## src/rtl/c_port_arbiter_pkg.sv

```systemverilog
// rtl/c_port_arbiter_pkg.sv - shared types and widths for the C-port arbiter
package usertype;

    localparam int C_ADDR_W = 8;
    localparam int C_DATA_W = 64;

    typedef enum logic [1:0] {ARB_IDLE, ARB_ISSUE, ARB_WAIT} Arb_State;

endpackage

```

## src/rtl/arb_rr_pick2.sv

```systemverilog
// rtl/arb_rr_pick2.sv - combinational 2-way picker, round-robin or fixed priority (ARB_FIXED_PRIO_EN)
module arb_rr_pick2 (
    input  logic [1:0] req,
    input  logic       ptr,
    output logic [1:0] gnt_onehot,
    output logic       gnt_idx
);

`ifdef ARB_FIXED_PRIO_EN
    // Requester 0 always wins; ptr is ignored.
    assign gnt_idx = ~req[0];
`else
    // On contention the pointer decides; otherwise the lone requester wins.
    assign gnt_idx = (&req) ? ptr : req[1];
`endif

    assign gnt_onehot = (|req) ? (gnt_idx ? 2'b10 : 2'b01) : 2'b00;

endmodule

```

## src/rtl/c_port_arbiter.sv

```systemverilog
// rtl/c_port_arbiter.sv - two-requester arbiter/sequencer for the single C_* DRAM bridge port
// Grant policy selected in arb_rr_pick2 by ARB_FIXED_PRIO_EN (default: round-robin).
module c_port_arbiter
    import usertype::*;
#(
    parameter int ADDR_W = C_ADDR_W,
    parameter int DATA_W = C_DATA_W
) (
    input  logic                clk,
    input  logic                rst_n,
    input  logic [1:0]          req_valid,
    input  logic [1:0]          req_r_wb,
    input  logic [2*ADDR_W-1:0] req_addr,
    input  logic [2*DATA_W-1:0] req_wdata,
    output logic [1:0]          req_ack,
    output logic [1:0]          rsp_valid,
    output logic [DATA_W-1:0]   rsp_rdata,
    output logic                busy,
    output logic [ADDR_W-1:0]   C_addr,
    output logic [DATA_W-1:0]   C_data_w,
    output logic                C_in_valid,
    output logic                C_r_wb,
    input  logic                C_out_valid,
    input  logic [DATA_W-1:0]   C_data_r
);

    Arb_State   state;
    Arb_State   next_state;
    logic       owner;
    logic       rr_ptr;
    logic       issue;
    logic       complete;
    logic [1:0] gnt_onehot;
    logic       gnt_idx;

    arb_rr_pick2 u_pick (
        .req        (req_valid),
        .ptr        (rr_ptr),
        .gnt_onehot (gnt_onehot),
        .gnt_idx    (gnt_idx)
    );

    always_ff @(posedge clk or negedge rst_n) begin
        if (!rst_n) begin
            state <= ARB_IDLE;
        end else begin
            state <= next_state;
        end
    end

    // A bridge completion outside ISSUE/WAIT is ignored by construction.
    always_comb begin
        next_state = state;
        issue      = 1'b0;
        complete   = 1'b0;
        case (state)
            ARB_IDLE: begin
                if (|req_valid) begin
                    issue      = 1'b1;
                    next_state = ARB_ISSUE;
                end
            end
            ARB_ISSUE: begin
                if (C_out_valid) begin
                    complete   = 1'b1;
                    next_state = ARB_IDLE;
                end else begin
                    next_state = ARB_WAIT;
                end
            end
            ARB_WAIT: begin
                if (C_out_valid) begin
                    complete   = 1'b1;
                    next_state = ARB_IDLE;
                end
            end
            default: next_state = ARB_IDLE;
        endcase
    end

    always_ff @(posedge clk or negedge rst_n) begin
        if (!rst_n) begin
            owner      <= 1'b0;
            rr_ptr     <= 1'b0;
            req_ack    <= '0;
            rsp_valid  <= '0;
            rsp_rdata  <= '0;
            busy       <= 1'b0;
            C_addr     <= '0;
            C_data_w   <= '0;
            C_in_valid <= 1'b0;
            C_r_wb     <= 1'b0;
        end else begin
            C_in_valid <= issue;
            req_ack    <= issue ? gnt_onehot : 2'b00;
            rsp_valid  <= 2'b00;
            if (issue) begin
                owner    <= gnt_idx;
                busy     <= 1'b1;
                C_r_wb   <= gnt_idx ? req_r_wb[1] : req_r_wb[0];
                C_addr   <= gnt_idx ? req_addr[2*ADDR_W-1:ADDR_W] : req_addr[ADDR_W-1:0];
                C_data_w <= gnt_idx ? req_wdata[2*DATA_W-1:DATA_W] : req_wdata[DATA_W-1:0];
            end
            if (complete) begin
                busy      <= 1'b0;
                rr_ptr    <= ~owner;
                rsp_valid <= owner ? 2'b10 : 2'b01;
                rsp_rdata <= C_r_wb ? C_data_r : '0;
            end
        end
    end

endmodule

```

## config.mk

```make
export PLATFORM = sky130hd
export DESIGN_NAME = c_port_arbiter
export DESIGN_NICKNAME = d
export VERILOG_FILES = /design/src/rtl/c_port_arbiter_pkg.sv /design/src/rtl/arb_rr_pick2.sv /design/src/rtl/c_port_arbiter.sv
export SDC_FILE = /design/constraint.sdc
export NUM_CORES = 1
export LEC_CHECK = 0
export CAP_MARGIN = 20
export CELL_PAD_IN_SITES_DETAIL_PLACEMENT = 2
export CELL_PAD_IN_SITES_GLOBAL_PLACEMENT = 2
export CORE_ASPECT_RATIO = 0.7
export CORE_UTILIZATION = 25
export DETAILED_ROUTE_END_ITERATION = 6
export DONT_BUFFER_PORTS = 1
export GPL_ROUTABILITY_DRIVEN = 0
export PLACE_DENSITY_LB_ADDON = 0.1
export SKIP_CTS_REPAIR_TIMING = 1
export SLEW_MARGIN = 5
export SYNTH_ARGS = -nofsm -noshare
export SYNTH_HDL_FRONTEND = slang
export SYNTH_HIERARCHICAL = 1
export SYNTH_SLANG_ARGS = --single-unit
```

## constraint.sdc

```tcl
create_clock -name clk -period 1.75 [get_ports clk]
set_input_delay 0.2625 -clock clk [delete_from_list [all_inputs] [get_ports clk]]
set_output_delay 0.2625 -clock clk [all_outputs]
set_load 0.02 [all_outputs]
```

==> After elaboration in Yosys (flattened, before gate mapping) <==
Index checks and enable logic that the tools add are counted.
{ "classes": {"n_addsub": 0, "mul": 0, "div_mod_pow": 0, "n_lt_le_gt_ge": 0, "n_eq_ne": 4, "n_shift": 0, "mux": 20, "bitwise_logic": 1, "n_reduce_logical": 6} }
{ "ops": {"columns": ["op", "n"], "rows": [
  ["$mux W64", 2],
  ["$mux W2", 8],
  ["$mux W1", 8],
  ["$mux W8", 1],
  ["$pmux W2 S3", 1],
  ["$ne A2 B2 Y1 const B", 2],
  ["$reduce_and A2 Y1", 2],
  ["$reduce_or A2 Y1", 2],
  ["$eq A2 B1 Y1 const B", 1],
  ["$eq A2 B2 Y1 const B", 1],
  ["$logic_not A2 Y1", 1],
  ["$reduce_bool A2 Y1", 1],
  ["$not A1 Y1", 1]
]} }
{ "word_totals": {"register_bits": 147, "latchBits": 0, "mem_bits_rw": 0, "romBits": 0, "input_bits": 215, "out_inout_bits": 143, "wordCells": 42, "n_memories": 0} }

==> Longest topological paths before layout <==
{ "logic_depth": {"ltp_word": 5, "depth_mapped": 8, "depth_no_buf": 5} }

==> By module <==
Netlist, hierarchy kept.
{ "by_module_without_submodules": {"columns": ["mod", "n_inst", "cells_per_inst", "area_per_inst_um2", "seq_area_each_um2"], "rows": [
  ["c_port_arbiter", 1, 627, 6277.3, 3678.5],
  ["arb_rr_pick2", 1, 4, 26.3, 0.0]
]} }

==> Worst setup path before layout <==
Ideal clock, no wire load.
{ "synth_path": {"path_kind": "reg-to-reg", "from": "register state[0]", "to": "register rsp_rdata[29]", "setup_time_ns": 0.133, "arrival_ns": 1.281, "required_ns": 1.617, "setup_slack_ns": 0.336, "stages_incl_launch_ff": 7, "path_buffers": 2, "period_less_slack_ns": 1.414, "cell_sequence": "dfrtp_1 inv_1 ha_1 nand2_1 buf_2 clkbuf_1 o21ai_0"} }
{ "synth_between": {"elab_chain_len": 3, "elab_cells_between_ends": 4, "cone_classes": "eq/ne (2); mux (1); reduce/logical (1)"} }
{ "synth_rtl": {"columns": ["element", "line", "source"], "rows": [
  ["from (decl)", "c_port_arbiter.sv:27", "Arb_State state;"],
  ["from (signal assigned)", "c_port_arbiter.sv:47", "state <= next_state;"],
  ["$eq A2 B2 Y1 or $eq A2 B1 Y1 (tied branches)", "c_port_arbiter.sv:56", "case (state)"],
  ["$reduce_or A2 Y1 (no source line) *", null, null],
  ["$mux W1 *", null, null],
  ["to (signal assigned)", "c_port_arbiter.sv:108", "rsp_rdata <= C_r_wb ? C_data_r : '0;"],
  ["to (decl)", "c_port_arbiter.sv:17", "output logic [DATA_W-1:0] rsp_rdata,"]
]} }
Mark *: on every way between the ends. The rest lies on a longest branch, timed or not.
A chain may end at the register's enable or synchronous reset.

==> Worst setup path after layout <==
{ "layout_path": {"from": "register state[1]", "to": "register rsp_rdata[22]"} }
Same word-level chain as after synthesis.

==> impl_results.md <==
- Status: finished with violations
- Failing checks: hold timing
- Final WL: 20.04 mm
- Unique masters post-synth: 25
- CTS sink count: 147
- Cts bufs inserted: 17
- Max-cap violations: 0
- Initial antenna violation count: 0
- Yosys Warn Count: 6
- Pwr/cell area: 1998 mW/mm²
- Arr. time, crit path: 1.91 ns
- Flops & latches, synth: 147
- GRT Util Overall: 14.80%
- Grt ovf: 0
- Main synth FF type: dfrtp_1
- Setup Skew: 0.008712 ns
- Initial core utilization: 25.54%
- DRC viols: 0
- FFs w/ async S/R, synth: 100.0%
- Switching Fraction: 43.71%
- CTS clk-pin slew, worst paths: 0.07 ns
- Max Root-Sink Buffers: 2
- Filler Cell Count: 2699
- CTS tree: yes
- Die width: 191.8 µm
- First-pass GRT wire length: 29.04 mm
- DRT Pass-1 Iters: 4
- Port Buffers: 0
- Clock share of power: 25.5%
- Root Driver: clkbuf_16
- Worst VDD drop: 671.1 µV
- Final slew viol count: 0
- NumNets Final: 860
- Most frequent cells after synthesis: nand2_1, dfrtp_1, o21ai_0
- Core area: 0.02468 mm²
- Top-area cell type share of the netlist area: 58.36%
- Placed cell area: 0.006640 mm²
- Largest net degree at the start of global routing: 148
- Hold Path Class: in -> async
- Top cells by area, synth: dfrtp_1, nand2_1, mux2i_1
- Fmax: 620.6 MHz
- Syn nets: 849
- RSZ-0062 raised after global routing: no
- Dpl ws: 0.07989 ns
- Worst setup margin: 0.1387 ns
- Fin cells: 980
- DPL Wire Length: 14.23 mm
- # rows: 48
- Setup TNS: 0 ns
- Most area-hungry cell type in the Yosys netlist: dfrtp_1
- Die H: 134.9 µm
- Int Power: 8429 µW
- Via density: 4.743
- Hold Fails Final Rpt: 156
- Flop pwr share: 50.2%
- Sequential share of the synthesized area: 58.36%
- Via Count: 4648
- Static leakage: 0.003341 µW
- Switching Power: 6546 µW
- Layout cell share with drive strength beyond 1: 7.786%
- Worst setup SP type: flop
- CP Capture Type: flop
- WHS: -0.4615 ns
- Final setup vio count: 0
- Gate power share: 24.3%
- Crit-path max FO: 40
- IO Pins: 358
- Antenna diodes: 0
- Area Growth Syn to Fin: 18.88%
- # H-tree levels: 4
- Gate Count Post-Synth: 631
- Synth Area per Inst: 9.990 µm²
- Worst-Skew Late Latency: 0.42 ns
- Cell with the most instances after synthesis: nand2_1
- Critical Path RT: 2.05 ns
- Vias in the first global route: 4944
- Minimum clock period: 1.611 ns
- Mapped cell area: 0.006304 mm²
- Starting DRT DRC Count: 126
- Placed insts: 924
- Routed wire length per instance: 20.45 µm
- Total die area: 0.02586 mm²
- CP Class: reg -> reg
- Slew HR: 57.78%
- EDFF count, synth: 0
- Final period utilization: 92.07%
- Worst Tran Pin Value: 0.6333 ns
- Design Area, Final: 0.007493 mm²
- Antenna Nets Post-Route: 0
==> layout make-up <==
cell class | instances | area, µm² | area share [%]
Clock buffer | 20 | 456.7 | 6.095
Clock inverter | 12 | 155.1 | 2.070
Inverter | 4 | 15.01 | 0.2004
Multi-Input combinational cell | 436 | 2377 | 31.72
Sequential cell | 147 | 3680 | 49.11
Tap cell | 325 | 406.6 | 5.427
Timing Repair Buffer | 36 | 402.9 | 5.377
==> metrics by stage <==
step	power, µW	util, %
floorplan	9872	-
CTS	15190	29.38
global placement	10960	26.90
detailed placement	11280	26.90
global route	16020	30.36
finish	14970	30.36
==> sequential cells by signal, summed over array words and instances, names as in the netlist <==
signal      flops
C_addr          8
C_data_w       64
C_in_valid      1
C_r_wb          1
busy            1
owner           1
req_ack         2
rr_ptr          1
rsp_rdata      64
rsp_valid       2
state           2
==> cells in the final DEF, fill, tap and decap left out, drive strengths merged <==
| master | count |
|---|---|
| nand2 | 203 |
| nor2 | 3 |
| mux2i | 73 |
| a21o | 1 |
| dfrtp | 147 |
| and3 | 1 |
| bufinv | 3 |
| inv | 5 |
| dlygate4sd3 | 23 |
| buf | 13 |
| clkinv | 3 |
| mux2 | 1 |
| o21ai | 142 |
| ha | 3 |
| a21boi | 3 |
| clkinvlp | 5 |
| nor2b | 1 |
| and2 | 2 |
| o21a | 2 |
| clkbuf | 20 |
| nor3b | 1 |
==> power groups by stage <==
stage / logic (µW) / registers (µW) / clock network (µW)
after floorplan: 2770 / 7100 / 0
after global placement: 3360 / 7610 / 0
after detailed placement: 3650 / 7620 / 0
after CTS: 3640 / 7590 / 3970
after global routing: 4240 / 7700 / 4070
final: 3640 / 7510 / 3820
==> worst max-delay path: stages, from the launching register on <==
cell	delay, ns
dfrtp_1	0.38
inv_1	0.08
ha_2	0.37
nand2_4	0.15
buf_12	0.21
o21ai_0	0.30
==> per-layer routing <==
| metal | global-route usage, % | vias to the layer above | share of wire, % |
|---|---|---|---|
| met5 | 0 | - | 0 |
| met4 | 5.203 | 0 | 1.8 |
| met3 | 5.457 | 21 | 8.2 |
| met2 | 25.47 | 193 | 51 |
| met1 | 16.80 | 2317 | 39 |
| li1 | - | 2117 | - |
==> final timing paths <==
kind                                   start            end  slack (ns)  cells past startpoint
worst max-delay path                state[1]  rsp_rdata[22]        0.14                      5
worst min-delay path                   rst_n   C_data_w[45]       -0.46                      0
worst max register to register      state[1]  rsp_rdata[22]        0.14                      5
worst min register to register         owner   rsp_valid[0]        0.49                      1
max in group asynchronous              rst_n         C_r_wb        2.01                      0
min in group clk                C_data_r[51]  rsp_rdata[51]       -0.01                      2
==> logic make-up (layout without fill, tap and decap cells) <==
family                   count (synthesis)  after routing  share of synthesized area (%)
AO/OA/AOI/OAI                          147            148                          11.97
adder cells (fa/ha/maj)                  3              3                         0.5955
buffers and inverters                   49             72                          4.525
flip-flops                             147            147                          58.36
multiplexers                            74             74                          11.77
AND/OR/NAND/NOR                        211            211                          12.78
Power figures use the tool's default switching activity.
